**src/rtl/fir_structs_pkg.sv**
```systemverilog
// Shared types for the complex FIR filter and its drivers.
//   Samp        : I/Q sample pair, signed 1.23 each.
//   Coef        : I/Q coefficient pair, signed 3.24 each.
//   src_state_t : firc_source sequencing states.
package fir_structs;

  localparam int unsigned NUM_COEF_WORDS = 15;
  localparam int unsigned SAMP_W         = 24;
  localparam int unsigned COEF_W         = 27;

  typedef struct packed {
    logic signed [SAMP_W-1:0] I;
    logic signed [SAMP_W-1:0] Q;
  } Samp;

  typedef struct packed {
    logic signed [COEF_W-1:0] I;
    logic signed [COEF_W-1:0] Q;
  } Coef;

  typedef enum logic [1:0] {
    STREAM,
    FLUSH,
    LOAD,
    GAP
  } src_state_t;

endpackage

```
**src/rtl/coef_shadow_bank.sv**
```systemverilog
// Shadow coefficient register file: NUM x {I,Q} words.
//   clk, Reset : clock, synchronous active-high reset (clears every word)
//   we_i       : write strobe, waddr_i/wdata_i write port
//   raddr_i    : asynchronous read address, rdata_o read data
//                (out-of-range addresses read as zero)
module coef_shadow_bank
  import fir_structs::*;
#(
  parameter int unsigned NUM = NUM_COEF_WORDS,
  parameter int unsigned AW  = $clog2(NUM_COEF_WORDS)
) (
  input  logic          clk,
  input  logic          Reset,
  input  logic          we_i,
  input  logic [AW-1:0] waddr_i,
  input  Coef           wdata_i,
  input  logic [AW-1:0] raddr_i,
  output Coef           rdata_o
);

  Coef mem_q [NUM];

  always_ff @(posedge clk) begin
    if (Reset) begin
      for (int unsigned i = 0; i < NUM; i++) begin
        mem_q[i] <= '0;
      end
    end else if (we_i && (32'(waddr_i) < NUM)) begin
      mem_q[waddr_i] <= wdata_i;
    end
  end

  always_comb begin
    rdata_o = '0;
    if (32'(raddr_i) < NUM) begin
      rdata_o = mem_q[raddr_i];
    end
  end

endmodule

```
**src/rtl/firc_source.sv**
```systemverilog
// Transmit-side driver for the complex FIR filter input interface.
//   clk, Reset          : clock, synchronous active-high reset
//   InValid/InReady     : upstream sample handshake, InI/InQ sample data
//   CfgWe/CfgAddr/CfgI/Q: shadow coefficient bank write port
//   CfgLoad             : request to stream the shadow bank to the filter
//   Busy                : high while flushing, loading or in the post-load gap
//   CfgDrop             : sticky flag, a config write or load was discarded
//   PushIn/SampI/SampQ  : sample push to the filter, gated by StopIn
//   PushCoef/CoefAddr/CoefI/CoefQ : coefficient write port to the filter
module firc_source
  import fir_structs::*;
#(
  parameter int unsigned NUM_COEF   = NUM_COEF_WORDS,
  parameter int unsigned GAP_CYCLES = 1  // must be >= 1
) (
  input  logic               clk,
  input  logic               Reset,
  input  logic               InValid,
  output logic               InReady,
  input  logic signed [23:0] InI,
  input  logic signed [23:0] InQ,
  input  logic               CfgWe,
  input  logic [4:0]         CfgAddr,
  input  logic signed [26:0] CfgI,
  input  logic signed [26:0] CfgQ,
  input  logic               CfgLoad,
  output logic               Busy,
  output logic               CfgDrop,
  output logic               PushIn,
  input  logic               StopIn,
  output logic signed [23:0] SampI,
  output logic signed [23:0] SampQ,
  output logic               PushCoef,
  output logic [4:0]         CoefAddr,
  output logic signed [26:0] CoefI,
  output logic signed [26:0] CoefQ
);

  localparam int unsigned    AW       = $clog2(NUM_COEF);
  localparam logic [AW-1:0]  CNT_ONE  = AW'(1);
  localparam logic [AW-1:0]  CNT_LAST = AW'(NUM_COEF - 1);
  localparam logic [7:0]     GAP_LAST = 8'(GAP_CYCLES - 1);

  src_state_t    state_q;
  logic          hold_v_q;
  Samp           hold_q;
  logic          load_pend_q;
  logic          cfg_drop_q;
  logic          push_coef_q;
  logic [4:0]    coef_addr_q;
  Coef           coef_q;
  logic [AW-1:0] cnt_q;
  logic [7:0]    gap_cnt_q;

  logic          accept_d;
  logic          bank_we_d;
  logic          load_req_d;
  logic [AW-1:0] rd_addr_d;
  Coef           bank_wdata_d;
  Coef           bank_rdata_d;

  assign Busy     = (state_q != STREAM);
  // The held sample may still drain while flushing ahead of a load.
  assign PushIn   = hold_v_q && !StopIn && ((state_q == STREAM) || (state_q == FLUSH));
  assign InReady  = (state_q == STREAM) && !load_pend_q && (!hold_v_q || PushIn);
  assign accept_d = InValid && InReady;

  assign bank_we_d    = CfgWe && !Busy && (32'(CfgAddr) < NUM_COEF);
  assign load_req_d   = CfgLoad && !Busy && !load_pend_q;
  assign bank_wdata_d = '{I: CfgI, Q: CfgQ};

  // Address of the word presented on the next PushCoef cycle: entry 0 when
  // leaving FLUSH, otherwise the successor of the word now on the bus.
  assign rd_addr_d = (state_q == LOAD) ? (cnt_q + CNT_ONE) : '0;

  coef_shadow_bank #(
    .NUM (NUM_COEF),
    .AW  (AW)
  ) u_bank (
    .clk     (clk),
    .Reset   (Reset),
    .we_i    (bank_we_d),
    .waddr_i (CfgAddr[AW-1:0]),
    .wdata_i (bank_wdata_d),
    .raddr_i (rd_addr_d),
    .rdata_o (bank_rdata_d)
  );

  always_ff @(posedge clk) begin
    if (Reset) begin
      state_q     <= STREAM;
      hold_v_q    <= 1'b0;
      hold_q      <= '0;
      load_pend_q <= 1'b0;
      cfg_drop_q  <= 1'b0;
      push_coef_q <= 1'b0;
      coef_addr_q <= '0;
      coef_q      <= '0;
      cnt_q       <= '0;
      gap_cnt_q   <= '0;
    end else begin
      if ((CfgWe && Busy) || (CfgLoad && (Busy || load_pend_q))) begin
        cfg_drop_q <= 1'b1;
      end

      if (accept_d) begin
        hold_q   <= '{I: InI, Q: InQ};
        hold_v_q <= 1'b1;
      end else if (PushIn) begin
        hold_v_q <= 1'b0;
      end

      push_coef_q <= 1'b0;

      unique case (state_q)
        // Entering FLUSH on the request edge itself keeps the load two
        // cycles behind CfgLoad when nothing is held.
        STREAM: begin
          if (load_req_d || load_pend_q) begin
            load_pend_q <= 1'b1;
            state_q     <= FLUSH;
          end
        end
        FLUSH: begin
          if (!hold_v_q) begin
            state_q     <= LOAD;
            cnt_q       <= rd_addr_d;
            push_coef_q <= 1'b1;
            coef_addr_q <= 5'(rd_addr_d);
            coef_q      <= bank_rdata_d;
          end
        end
        LOAD: begin
          if (cnt_q == CNT_LAST) begin
            state_q   <= GAP;
            gap_cnt_q <= '0;
          end else begin
            cnt_q       <= rd_addr_d;
            push_coef_q <= 1'b1;
            coef_addr_q <= 5'(rd_addr_d);
            coef_q      <= bank_rdata_d;
          end
        end
        GAP: begin
          if (gap_cnt_q >= GAP_LAST) begin
            state_q     <= STREAM;
            load_pend_q <= 1'b0;
          end else begin
            gap_cnt_q <= gap_cnt_q + 8'd1;
          end
        end
        default: state_q <= STREAM;
      endcase
    end
  end

  assign CfgDrop  = cfg_drop_q;
  assign SampI    = hold_q.I;
  assign SampQ    = hold_q.Q;
  assign PushCoef = push_coef_q;
  assign CoefAddr = coef_addr_q;
  assign CoefI    = coef_q.I;
  assign CoefQ    = coef_q.Q;

endmodule

```
**config.mk**
```make
export PLATFORM = sky130hd
export DESIGN_NAME = firc_source
export DESIGN_NICKNAME = d
export VERILOG_FILES = /design/src/rtl/fir_structs_pkg.sv /design/src/rtl/coef_shadow_bank.sv /design/src/rtl/firc_source.sv
export SDC_FILE = /design/constraint.sdc
export NUM_CORES = 2
export LEC_CHECK = 0
export ABC_AREA = 1
export BUFFER_PORTS_ARGS = -buffer_cell sky130_fd_sc_hd__buf_2
export CORE_ASPECT_RATIO = 1.2
export CORE_UTILIZATION = 64
export CTS_BUF_LIST = sky130_fd_sc_hd__clkbuf_8
export DETAILED_ROUTE_END_ITERATION = 12
export PLACE_DENSITY = 0.83
export SYNTH_ARGS = -nofsm -noshare
export SYNTH_HDL_FRONTEND = slang
export SYNTH_SLANG_ARGS = --single-unit
```
**constraint.sdc**
```tcl
create_clock -name clk -period 4.1 [get_ports clk]
set_clock_uncertainty 0.2 [all_clocks]
set_input_delay 0.82 -clock clk [delete_from_list [all_inputs] [get_ports clk]]
set_output_delay 0.82 -clock clk [all_outputs]
set_load 0.01 [all_outputs]
```
# After elaboration in Yosys (flattened, before gate mapping)
# Memories as Yosys holds them, arrays and structs flattened.
# Index checks and enable logic that the tools add are counted.
dict set report totals {
  register_bits 125
  mem_bits_rw 810
  out_inout_bits 112
  word_cells 96
  n_memories 1
}
dict set report classes {
  addsub 2
  magnitude_cmp 4
  n_eq_ne 10
  muxes 35
  reduce_logical 32
}
# memory words word_bits read_ports rd_clocked_by_memory_dff write_ports line
set memory_table {}
lappend memory_table {u_bank.mem_q 15 54 1 0 15 coef_shadow_bank.sv:21} ;# Coef mem_q [NUM];
# op n
set ops {}
lappend ops {{2-to-1 mux 54 bit} 4}
lappend ops {{one-hot mux 54 bit (2 select lines)} 1}
lappend ops {{OR reduction 54 bit} 1}
lappend ops {{2-to-1 mux 4 bit} 4}
lappend ops {{2-to-1 mux 8 bit} 2}
lappend ops {{one-hot mux 8 bit (2 select lines)} 1}
lappend ops {{logical AND 1 bit} 12}
lappend ops {{2-to-1 mux 1 bit} 12}
lappend ops {{2-to-1 mux 5 bit} 2}
lappend ops {{one-hot mux 5 bit (2 select lines)} 1}
lappend ops {{nonzero test 2 bit} 5}
lappend ops {{AND reduction 3 bit} 3}
lappend ops {{adder 8 x 1 -> 8 bit, second input constant} 1}
lappend ops {{greater-or-equal comparator 8 x 1 -> 1 bit, second input constant} 1}
lappend ops {{< comparator 4 bit, second input constant} 2}
lappend ops {{2-to-1 mux 2 bit} 4}
lappend ops {{!= test 2 bit, second input constant} 4}
lappend ops {{one-hot mux 2 bit (4 select lines)} 1}
lappend ops {{one-hot mux 4 bit (2 select lines)} 1}
lappend ops {{logical OR 1 bit} 5}
lappend ops {{< comparator 5 x 4 -> 1 bit, second input constant} 1}
lappend ops {{adder 4 x 1 -> 4 bit, second input constant} 1}
lappend ops {{equality test 2 bit, second input constant} 2}
lappend ops {{equality test 4 bit, second input constant} 1}
lappend ops {{6 further kinds} 11}

# Logic depth before layout (Yosys ltp)
dict set report logic_depth {
  ltp_word 10
  depth_mapped 14
  ltp_nobuf 11
}

# By module
# From an unflattened synthesis, not the netlist that was laid out.
dict set report unflattened {
  hier_cells 5366
  area_unflattened_um2 46067.9
}
# mod instances cells_per_inst area_each_um2
set modules_own_cells {}
lappend modules_own_cells {coef_shadow_bank 1 4631 41142.0}
lappend modules_own_cells {firc_source 1 735 4926.0}

# Worst setup path before layout
# OpenSTA, ideal clock, no wires.
dict set report synth_timing {
  kind {input to register}
  from {in Reset}
  to {mem u_bank.mem_q[0][0] (netlist name), enable pin}
  setup_ns 0.413
  t_arrival_ns 3.151
  required_ns 3.487
  slack_ns 0.336
  cell_stages 7
  n_path_buf 2
  cell_sequence {buf_2 -> nor4_2 -> inv_1 -> nor3_4 -> nand2_2 -> buf_6 -> nand2_1}
}
# item line
set synth_lines {}
lappend synth_lines {{start, declared} firc_source.sv:17} ;# input logic Reset,
lappend synth_lines {{end, declared} coef_shadow_bank.sv:21}

# Worst setup path after layout
dict set report layout_timing {
  from {reg state_q[1]}
  to {out InReady}
}
dict set report layout_between {
  elab_chain_len 5
  word_cells_on_any_way 7
}
# item line
set layout_rtl {}
lappend layout_rtl {{start, declared} firc_source.sv:44} ;# src_state_t state_q;
lappend layout_rtl {{start signal, assigned} firc_source.sv:91} ;# state_q <= STREAM;
lappend layout_rtl {{start signal, assigned} firc_source.sv:121} ;# state_q <= FLUSH;
lappend layout_rtl {{start signal, assigned} firc_source.sv:126} ;# state_q <= LOAD;
lappend layout_rtl {{equality test 2 x 1 -> 1 bit / logical NOT 2 bit (equally long branches)} {firc_source.sv:64, firc_source.sv:65}}
lappend layout_rtl {{logical OR 1 bit} firc_source.sv:64} ;# assign PushIn = hold_v_q && !StopIn && ((state_q == STREAM) || (state_q == FLUSH));
lappend layout_rtl {{logical AND 1 bit} firc_source.sv:64}
lappend layout_rtl {{logical OR 1 bit} firc_source.sv:65} ;# assign InReady = (state_q == STREAM) && !load_pend_q && (!hold_v_q || PushIn);
lappend layout_rtl {{logical AND 1 bit *} firc_source.sv:65}
lappend layout_rtl {{end, declared} firc_source.sv:19} ;# output logic InReady,
# Every way passes the cells marked *; elsewhere a longest branch is shown, timed or not.

==> impl_metrics.yaml <==
final_layout:
  syn2layout_area_growth_pct: 10.53
  drive_above_1_share_pct: 11.90
  fillers: 4555
  final_area_um2: 47010
  multi_input_area_um2: 12390
  final_net_count: 4556
  seq_area_um2: 28190
  final_cell_mix: "928 x nand2_1, 914 x nand3_1, 864 x edfxtp_1, 823 x nor2_1, 222 x buf_2"
  layout_commonest_cell: "nand2_1"
timing:
  final-setup-viol-count: 0
  min_period_over_period_pct: 87.67
  min_period_ps: 3595
  setup_ws_ps: 505.4
  drv_slew: 0
  rsz0062_at_grt: "false"
  hold_violations: 0
  worstMarginPinSlew_ps: 1107
  slew_headroom_pct: 26.19
  setup_tns_ps: 0
  fmax_mhz: 278.2
setup_path:
  crit_arrival_ps: 2570
  cpMaxStageDelayCell: "buf_4"
  worstSetupPathType: "flip-flop to output pin"
  slowest_delay_ps: 410
  rr_worst_depth: 10
  path_max_fanout: 50
  setup.worst_path.end: "InReady"
  regToRegSetupSlack_ps: 710
  crit_chain: "inv_1 -> ha_1 -> nor2_1 -> o21ai_1 -> and2_1 -> buf_4 -> buf_2"
  end_kind: "output pin"
  startpoint_type: "flip-flop"
  crit_path_start: "state_q[1]$_SDFFE_PP0P_"
  required_ps: 3080
  rr_endpoint: "CoefI[19]$_SDFFE_PP0P_"
  r2r-start: "CoefAddr[0]$_SDFFE_PP0P_"
logic_synthesis:
  seq_area_frac_synth_pct: 66.27
  synthTopCellsByArea: "edfxtp_1 61%, nand3_1 11%, nand2_1 8.3%"
  avgSynthCellArea_um2: 9.994
  yosys.area.top_type_share_pct: 61.00
  ys_types: 25
  syn_inst: 4256
  synth_area_leader_cell: "edfxtp_1"
  ys.warnings.count: 0
  ys_ff_latch: 976
  syn-cell-area_um2: 42530
floorplan:
  die_w_um: 237.3
  die_area_um2: 67500
  placementRows: 103
  die_h_um: 284.4
  start_util_pct: 64.72
  core_um2: 65730
  io-pin-count: 225
clocking:
  cts_max_level: 4
  insertion_delay_ps: 810
  cts_buffer_depth: 3
  path_clk_slew_ps: 60
  cts_made_buffers: 150
  clockRootBuffer: "clkbuf_8"
  cts_tree: "done"
  clock_sinks: 976
  cts_setup_buffers: 0
grt:
  antenna_found_initial: 5
  grt_usage_pct: 38.06
  grt_start_max_net_pins: 186
  grt_pass1_vias: 32660
  grt_overflow: 0
  grt_pass1_wl_um: 190200
drt:
  wl_per_cell_um: 23.83
  wirelength_um: 128800
  viasPerCell: 6.306
  drt_iter0_drc: 5277
  ant_nets: 0
  vias: 34086
  drc_errors: 0
  first_pass_iters: 8
power:
  cellPowerDensity_nw_per_um2: 527.6
  leakagePower_nw: 19.53
  totalPowerFinal_mw: 24.81
  max-vdd-ir-drop_uv: 444.2
run:
  max_cap_viol_count: 0
placed_design:
  dp_slack_ps: 741.6
  hpwl_um: 65190
  placed_cell_area_um2: 43940
  port_buffers: 223
  gp_congestion: 0.8530
min_path:
  min_from: "CfgI[19]"
  hold_class: "primary input to flip-flop"
outcome:
  status: "finished clean"
## area by class of cell
| type | count | share of cell area, % |
|---|---|---|
| clock buffers | 171 | 5.006 |
| flip-flops and latches | 976 | 59.95 |
| multi-input cells | 2890 | 26.36 |
| clock inverters | 107 | 0.9847 |
| repair buffers | 328 | 4.695 |
| inverters | 91 | 0.7585 |
| well taps | 840 | 2.236 |
| diodes | 2 | 0.01065 |
## critical path, delay by kind of cell (launching register included)
family / cells / cell delay [ps]
buffers and inverters: 3 / 740
flip-flops: 1 / 340
adder cells (fa/ha/maj): 1 / 270
AND/OR/NAND/NOR: 2 / 240
AO/OA/AOI/OAI: 1 / 170
## worst min-delay path by stage
stage	cells past startpoint	end	slack, ps
final	1	u_bank.mem_q[15][46]$_DFFE_PP_	50
after global routing	1	u_bank.mem_q[15][46]$_DFFE_PP_	20
after floorplan	2	load_pend_q$_SDFFE_PP0P_	280
after global placement	2	SampI[1]$_SDFFE_PP0P_	250
after detailed placement	2	SampI[6]$_SDFFE_PP0P_	250
after CTS	1	u_bank.mem_q[15][46]$_DFFE_PP_	0.3
## registers in the layout, indices dropped and copies added, names as in the netlist
signal        count
hold_v_q          1
CfgDrop           1
u_bank.mem_q    864
state_q           2
CoefQ            27
SampI            24
CoefAddr          4
CoefI            27
SampQ            24
load_pend_q       1
PushCoef          1
## routing by layer
metal,GRT usage [%],vias to the layer above,wire (um)
li1,-,14703,-
met1,46.72,15748,40780
met2,59.05,3022,58860
met3,9.692,611,19690
met4,27.00,2,9450
met5,0,-,13
## per-stage QoR
step                util [%]  cells  hold WS (ps)
CTS                    71.52   5403        0.2782
global route           71.53   5405         22.95
finish                 71.53   5405         48.29
floorplan                  -   4310         283.7
global placement       66.86   5100         245.1
detailed placement     66.86   5100         249.1
## power breakdown
group | internal (mW) | total (mW) | switching (mW)
Combinational | 1.44 | 5.35 | 3.91
Clock | 3.81 | 7.59 | 3.77
Sequential | 11.5 | 11.9 | 0.376
## cells by family (layout without fill, tap and decap cells)
kind of cell	after synthesis	count (layout)	share of synthesized area (%)
flip-flops	976	976	66.27
buffers and inverters	444	697	5.283
other	1	57	0.008816
AND/OR/NAND/NOR	2712	2712	26.88
AO/OA/AOI/OAI	117	117	1.386
adder cells (fa/ha/maj)	6	6	0.1765
## cells in the mapped netlist
cell type / instances
a211oi_1: 1
a21oi_1: 109
and2_1: 1
buf_1: 19
buf_2: 101
buf_4: 1
buf_6: 60
clkbuf_1: 172
conb_1: 1
dfxtp_1: 112
edfxtp_1: 864
ha_1: 6
inv_1: 86
inv_2: 5
nand2_1: 946
nand2_2: 15
nand3_1: 916
nor2_1: 824
nor2_2: 1
nor3_1: 4
nor3_4: 4
nor4_2: 1
o21ai_0: 4
o21ai_1: 2
o22ai_1: 1
## what timing repair did
action,CTS,global route
hold endpoints to repair,25,0
gates resized for setup,0,0
hold buffers,25,0
No activity file was read; power rests on OpenSTA's default activity.
